<file path="config.mk">
export PLATFORM = sky130hd
export DESIGN_NAME = if_id_stage_flat
export DESIGN_NICKNAME = d
export VERILOG_FILES = /design/src/rtl/if_id_stage_if.sv /design/src/rtl/if_id_stage.sv /design/src/flat_wrapper.sv
export SDC_FILE = /design/constraint.sdc
export NUM_CORES = 1
export LEC_CHECK = 0
export BUFFER_PORTS_ARGS = -buffer_cell sky130_fd_sc_hd__buf_2
export CAP_MARGIN = 20
export CORE_UTILIZATION = 45
export CTS_BUF_LIST = sky130_fd_sc_hd__clkbuf_16
export DETAILED_ROUTE_END_ITERATION = 10
export PLACE_DENSITY = 0.73
export SYNTH_ARGS = -nofsm -noshare
export SYNTH_HDL_FRONTEND = slang
export SYNTH_SLANG_ARGS = --single-unit
</file>
<file path="constraint.sdc">
create_clock -name clkwire -period 2.9 [get_ports clkwire]
set_input_delay 0.58 -clock clkwire [delete_from_list [all_inputs] [get_ports clkwire]]
set_output_delay 0.58 -clock clkwire [all_outputs]
set_load 0.02 [all_outputs]
</file>
<file path="src/rtl/if_id_stage_if.sv">
// Fetch <-> IF/ID interface: instruction/next-PC from fetch, jump redirect back to fetch.
interface if_id_stage_if #(
    parameter int INSTR_W = 20,
    parameter int ADDR_W  = 8
);
    logic [INSTR_W-1:0] instructionwire;
    logic [ADDR_W-1:0]  npc;
    logic               jump_selector;
    logic [ADDR_W-1:0]  jump_address;

    modport master (output instructionwire, npc, input jump_selector, jump_address);
    modport slave  (input instructionwire, npc, output jump_selector, jump_address);
endinterface

</file>
<file path="src/rtl/if_id_stage.sv">
// IF/ID pipeline register with jump resolver and one-bubble squash.
// Optional IF_ID_JUMP_STATS_EN adds saturating jump/squash/valid counters.
//
// state  | meaning
// BOOT   | first edge after reset; captured word is fetch's pre-start output, never valid
// RUN    | captured word is valid and decoded for JMP/JREL/HALT
// SQUASH | captured word is the wrong-path successor of a jump; invalid, not decoded
// HALTED | HALT retired; IR frozen until reset
module if_id_stage #(
    parameter int         INSTR_W  = 20,
    parameter int         ADDR_W   = 8,
    parameter logic [3:0] OPC_JMP  = 4'b1100,
    parameter logic [3:0] OPC_JREL = 4'b1101,
    parameter logic [3:0] OPC_HALT = 4'b1111
) (
    input  logic               clkwire,
    input  logic               rstwire_n,
    if_id_stage_if.slave       fetch,
    output logic               id_valid,
    output logic [INSTR_W-1:0] id_instruction,
    output logic [ADDR_W-1:0]  id_npc,
    output logic [3:0]         id_opcode,
    output logic [3:0]         id_r1,
    output logic [3:0]         id_r2,
    output logic [7:0]         id_imm,
`ifdef IF_ID_JUMP_STATS_EN
    output logic [15:0]        jump_count,
    output logic [15:0]        squash_count,
    output logic [15:0]        valid_count,
`endif
    output logic               halted
);

    typedef enum logic [1:0] {
        BOOT   = 2'd0,
        RUN    = 2'd1,
        SQUASH = 2'd2,
        HALTED = 2'd3
    } state_t;

    state_t              state_q, state_d;
    logic                valid_q, valid_d;
    logic                jsel_q, jsel_d;
    logic [ADDR_W-1:0]   jaddr_q, jaddr_d;
    logic                halted_q, halted_d;
    logic [INSTR_W-1:0]  instr_q;
    logic [ADDR_W-1:0]   npc_q;
    logic                capture;
    logic                taken;

    logic [3:0]          in_opc;
    logic [7:0]          in_imm;
    logic signed [7:0]   in_imm_s;
    logic [ADDR_W-1:0]   imm_sx;

    // Decode looks at the word being captured this edge, not the one already in IR.
    assign in_opc   = fetch.instructionwire[INSTR_W-1 -: 4];
    assign in_imm   = fetch.instructionwire[7:0];
    assign in_imm_s = signed'(in_imm);
    assign imm_sx   = ADDR_W'(in_imm_s);

    always_comb begin
        state_d  = state_q;
        capture  = 1'b1;
        valid_d  = 1'b0;
        jsel_d   = 1'b0;
        jaddr_d  = jaddr_q;
        halted_d = halted_q;
        taken    = 1'b0;
        case (state_q)
            BOOT: state_d = RUN;
            RUN: begin
                valid_d = 1'b1;
                if (in_opc == OPC_JMP) begin
                    taken   = 1'b1;
                    jaddr_d = ADDR_W'(in_imm);
                    state_d = SQUASH;
                end else if (in_opc == OPC_JREL) begin
                    taken   = 1'b1;
                    jaddr_d = fetch.npc + imm_sx;
                    state_d = SQUASH;
                end else if (in_opc == OPC_HALT) begin
                    halted_d = 1'b1;
                    state_d  = HALTED;
                end
                jsel_d = taken;
            end
            SQUASH: state_d = RUN;
            HALTED: capture = 1'b0;
            default: state_d = BOOT;
        endcase
    end

    always_ff @(posedge clkwire or negedge rstwire_n) begin
        if (!rstwire_n) begin
            state_q  <= BOOT;
            valid_q  <= 1'b0;
            jsel_q   <= 1'b0;
            jaddr_q  <= '0;
            halted_q <= 1'b0;
            instr_q  <= '0;
            npc_q    <= '0;
        end else begin
            state_q  <= state_d;
            valid_q  <= valid_d;
            jsel_q   <= jsel_d;
            jaddr_q  <= jaddr_d;
            halted_q <= halted_d;
            if (capture) begin
                instr_q <= fetch.instructionwire;
                npc_q   <= fetch.npc;
            end
        end
    end

    assign fetch.jump_selector = jsel_q;
    assign fetch.jump_address  = jaddr_q;
    assign id_valid       = valid_q;
    assign id_instruction = instr_q;
    assign id_npc         = npc_q;
    assign id_opcode      = instr_q[INSTR_W-1 -: 4];
    assign id_r1          = instr_q[INSTR_W-5 -: 4];
    assign id_r2          = instr_q[INSTR_W-9 -: 4];
    assign id_imm         = instr_q[7:0];
    assign halted         = halted_q;

`ifdef IF_ID_JUMP_STATS_EN
    logic [15:0] jcnt_q, scnt_q, vcnt_q;

    always_ff @(posedge clkwire or negedge rstwire_n) begin
        if (!rstwire_n) begin
            jcnt_q <= '0;
            scnt_q <= '0;
            vcnt_q <= '0;
        end else begin
            if (taken && jcnt_q != 16'hFFFF)
                jcnt_q <= jcnt_q + 16'd1;
            if (state_q == SQUASH && scnt_q != 16'hFFFF)
                scnt_q <= scnt_q + 16'd1;
            if (valid_d && vcnt_q != 16'hFFFF)
                vcnt_q <= vcnt_q + 16'd1;
        end
    end

    assign jump_count   = jcnt_q;
    assign squash_count = scnt_q;
    assign valid_count  = vcnt_q;
`endif

endmodule

</file>
<file path="src/flat_wrapper.sv">
// flat-port wrapper written by rule: the top's interface ports become plain ports
module if_id_stage_flat 
#(
    parameter int         INSTR_W  = 20,
    parameter int         ADDR_W   = 8,
    parameter logic [3:0] OPC_JMP  = 4'b1100,
    parameter logic [3:0] OPC_JREL = 4'b1101,
    parameter logic [3:0] OPC_HALT = 4'b1111
)
  (clkwire, rstwire_n, id_valid, id_instruction, id_npc, id_opcode, id_r1, id_r2, id_imm, halted, fetch_instructionwire, fetch_npc, fetch_jump_selector, fetch_jump_address);
  if_id_stage_if #(.INSTR_W(INSTR_W), .ADDR_W(ADDR_W)) fetch_i ();
  input  logic clkwire;
  input  logic rstwire_n;
  output logic id_valid;
  output logic [INSTR_W-1:0] id_instruction;
  output logic [ADDR_W-1:0] id_npc;
  output logic [3:0] id_opcode;
  output logic [3:0] id_r1;
  output logic [3:0] id_r2;
  output logic [7:0] id_imm;
  output logic halted;
  input wire logic [$bits(fetch_i.instructionwire)-1:0] fetch_instructionwire;
  input wire logic [$bits(fetch_i.npc)-1:0] fetch_npc;
  output wire logic [$bits(fetch_i.jump_selector)-1:0] fetch_jump_selector;
  output wire logic [$bits(fetch_i.jump_address)-1:0] fetch_jump_address;
  assign fetch_i.instructionwire = fetch_instructionwire;
  assign fetch_i.npc = fetch_npc;
  assign fetch_jump_selector = fetch_i.jump_selector;
  assign fetch_jump_address = fetch_i.jump_address;
  if_id_stage #(.INSTR_W(INSTR_W), .ADDR_W(ADDR_W), .OPC_JMP(OPC_JMP), .OPC_JREL(OPC_JREL), .OPC_HALT(OPC_HALT)) u_core (.clkwire(clkwire), .rstwire_n(rstwire_n), .fetch(fetch_i), .id_valid(id_valid), .id_instruction(id_instruction), .id_npc(id_npc), .id_opcode(id_opcode), .id_r1(id_r1), .id_r2(id_r2), .id_imm(id_imm), .halted(halted));
endmodule
</file>
==> flow_summary.json <==
{
  "period_share_pct": 73.5,
  "postSynthNetCount": 213,
  "insertedDiodeCount": 0,
  "post_route_cells_drive_above_1_share_pct": 51.2,
  "drtAntennaViolNets": 0,
  "clkLatencyLatePin_ps": 280,
  "synth.ff_latch_count": 41,
  "status": "completed",
  "clock_sink_count": 41,
  "worst_slew_margin_rel_pct": 40.5,
  "timing.critical_path.arrival_ps": 2340,
  "ys_seq_area_share_pct": 50.0,
  "number_of_iterations_in_the_first_detailed_routing_pass": 4,
  "crit_slowest_cell": "sky130_fd_sc_hd__or4b_1",
  "path_clk_slew_ps": 60,
  "grt.total_usage_pct": 17.2,
  "dp_hpwl_um": 2920,
  "drt_drc_violations_left": 0,
  "whs_ps": 431,
  "setup_viol": 0,
  "starting_density_of_the_core_pct": 47.1,
  "postSynthAreaPerCell_um2": 11.7,
  "final_period_minus_worst_setup_slack_ps": 2130,
  "endpoint_kind": "flop",
  "skew_ps": 2.66,
  "leakagePower_nw": 1.28,
  "worst_setup_sp_type": "input pin",
  "placeable_core_area_um2": 4350,
  "crit_path_max_incr_delay_ps": 470,
  "detailroute.via_count": 1507,
  "cts_setup_buffers": 0,
  "grt_start_max_net_pins": 42,
  "chipHeight_um": 69.5,
  "port_buffers": 88,
  "timing.critical_path.from": "fetch_npc[0]",
  "timing.rr.start": "u_core.state_q[0]",
  "first_drt_iteration_drcs": 61,
  "synth_compound_gate_area_share_pct": 9.88,
  "timing_hold_violations_final": 0,
  "die_w_um": 69.5,
  "maxCapViolCount": 0,
  "vias_in_the_first_global_route": 1392,
  "synthesis.area_um2": 2050,
  "layout.nets": 285,
  "cts.path.max_buffers": 2,
  "muxShareOfSynthArea_pct": 15.9,
  "fmaxAchievable_mhz": 469,
  "slew_violations": 0,
  "post-place-cells": 292,
  "row_count": 24,
  "drt_wl_total_um": 4040,
  "globalRouteOverflowTotal": 0,
  "fin_util_pct": 58.6,
  "clockRootBuffer": "sky130_fd_sc_hd__clkbuf_16",
  "synthAdderAreaFrac_pct": 5.25,
  "area_growth_pct": 24.5,
  "gp_congestion": 0.799,
  "yosys_warnings": 0,
  "cellPowerDensity_nw_per_um2": 1130,
  "synthSimpleGateAreaFrac_pct": 7.87,
  "cts_max_level": 2,
  "worst_pin_slew_ps": 892,
  "holdCritPathClass": "input pin to async pin",
  "critPathMaxFanout": 3,
  "finalSetupTns_ps": 0,
  "cp_num_buf_inv": 2,
  "timing.setup.critical_path_class": "input pin to flop",
  "cts_inserted_buffers": 5,
  "critPathRequiredTime_ps": 3110,
  "post_synth_inst_count": 175,
  "finalNonFillerCells": 300,
  "vias_per_cell": 5.02,
  "path_cells": "buf_2, ha_1, inv_1, fa_1, nor2b_4, o31a_1, or4b_1, a31o_1, o21ai_2",
  "first_pass_grt_wire_length_um": 6590,
  "cts_hold_buf": 0,
  "number_of_distinct_standard_cells_referenced_by_the_synthesized_netlist": 36,
  "dp_worst_setup_slack_ps": 491,
  "pin_count": 89,
  "ir_drop_mv": 0.491,
  "rsz0062_at_grt": "false",
  "top_family_by_delay_on_critical_path": "compound AO/OA/AOI/OAI gates",
  "die_area_um2": 4830,
  "average_detailed_routed_wire_length_per_instance_um": 13.5,
  "synthXorXnorAreaFrac_pct": 0.854,
  "cts_repair_resize_count": 0,
  "n_fill_cell": 371,
  "synth_top_family_by_area": "multiplexers",
  "tritoncts": "yes",
  "antenna_found_initial": 0,
  "setup_ws_ps": 770
}
power by group:
group / total, W / leakage (nW) / internal [W] / switching [W]
combinational: 0.00130 / 0.720 / 0.000499 / 0.000806
sequential: 0.000970 / 0.485 / 0.000833 / 0.000137
clock: 0.000618 / 0.0775 / 0.000403 / 0.000215
total: 0.00289 / 1.28 / 0.00173 / 0.00116
registers in the layout, summed over array words and instances (netlist names):
signal                      cells
u_core.state_q                  2
u_core.id_valid                 1
u_core.id_npc                   8
u_core.halted                   1
u_core.fetch.jump_selector      1
u_core.fetch.jump_address       8
u_core.id_instruction          20
kinds of logic (layout without fill, tap and decap cells):
| group | Yosys count | in the layout |
|---|---|---|
| and+or+nand+nor | 30 | 30 |
| muxes | 29 | 29 |
| DFF | 41 | 41 |
| AOI/OAI and AO/OA | 33 | 33 |
| xor gates and xnor gates | 2 | 2 |
| buffers and inverters | 32 | 105 |
| adders and majority gates | 8 | 8 |
metal layers:
| metal | vias to the layer above | global-route usage [%] | routed length [µm] |
|---|---|---|---|
| li1 | 740 | - | - |
| met1 | 717 | 22.2 | 1780 |
| met2 | 42 | 27.9 | 2010 |
| met3 | 8 | 4.94 | 183 |
| met4 | 0 | 5.44 | 63 |
| met5 | - | 0 | 0 |
cells in the final DEF (no fill, tap or decap), types with 2 or more instances in the layout:
master,n
sky130_fd_sc_hd__a211oi_1,2
sky130_fd_sc_hd__a21oi_1,5
sky130_fd_sc_hd__and2b_2,3
sky130_fd_sc_hd__buf_2,88
sky130_fd_sc_hd__buf_4,2
sky130_fd_sc_hd__clkbuf_16,5
sky130_fd_sc_hd__dfrtp_1,41
sky130_fd_sc_hd__ha_1,7
sky130_fd_sc_hd__inv_1,7
sky130_fd_sc_hd__mux2_1,4
sky130_fd_sc_hd__mux2_2,24
sky130_fd_sc_hd__nand2_1,10
sky130_fd_sc_hd__nand2b_1,2
sky130_fd_sc_hd__nand3_1,2
sky130_fd_sc_hd__nor2_1,6
sky130_fd_sc_hd__nor3_1,2
sky130_fd_sc_hd__o21a_1,2
sky130_fd_sc_hd__o21ai_0,10
sky130_fd_sc_hd__o21ai_1,2
sky130_fd_sc_hd__o22ai_1,5
sky130_fd_sc_hd__or3_1,2
per-stage QoR:
step | power (W) | instance area (µm²)
after floorplan | 0.00201 | 2050
after global placement | 0.00228 | 2390
after detailed placement | 0.00230 | 2390
after CTS | 0.00293 | 2550
after global routing | 0.00305 | 2550
final | 0.00289 | 2550
worst paths after layout:
check | end | slack (ps) | cells after the start
setup / recovery | u_core.fetch.jump_address[6] | 770 | 9
hold / removal | u_core.id_instruction[11] | 430 | 1
setup reg to reg | u_core.id_npc[6] | 1300 | 3
hold reg to reg | u_core.halted | 470 | 1
max in group asynchronous | u_core.fetch.jump_address[0] | 1920 | 1
min in group clkwire | u_core.halted | 470 | 1
layout make-up:
cell class,count,area [µm²],area share [%]
Inverter,7,26.3,1.03
Tap cell,52,65.1,2.55
Clock buffer,5,125,4.90
Multi-Input combinational cell,102,815,31.9
Clock inverter,3,41.3,1.62
Sequential cell,41,1030,40.2
Timing Repair Buffer,90,455,17.8
cell usage after synthesis (all sizes together):
| cell type | n | area, µm² |
|---|---|---|
| nand2 | 10 | 37.5 |
| a21oi | 5 | 25.0 |
| xor2 | 1 | 8.76 |
| inv | 7 | 26.3 |
| ha | 7 | 87.6 |
| nor3 | 2 | 10.0 |
| a211oi | 2 | 15.0 |
| a31o | 2 | 17.5 |
| o22ai | 5 | 31.3 |
| buf | 21 | 158 |
| o211ai | 1 | 7.51 |
| or4b | 1 | 10.0 |
| or3 | 2 | 12.5 |
| nor2b | 1 | 13.8 |
| nand2b | 2 | 12.5 |
| a31oi | 1 | 6.26 |
| nor2 | 6 | 22.5 |
| o21a | 2 | 15.0 |
| and2b | 3 | 26.3 |
| xnor2 | 1 | 8.76 |
| a21o | 1 | 7.51 |
| o21ai | 13 | 68.8 |
| o31a | 1 | 8.76 |
| clkbuf | 4 | 26.3 |
| mux2i | 1 | 10.0 |
| mux2 | 28 | 315 |
| dfrtp | 41 | 1030 |
| fa | 1 | 20.0 |
| and2 | 1 | 6.26 |
| nand3 | 2 | 10.0 |
(Power assumes the default switching activity.)
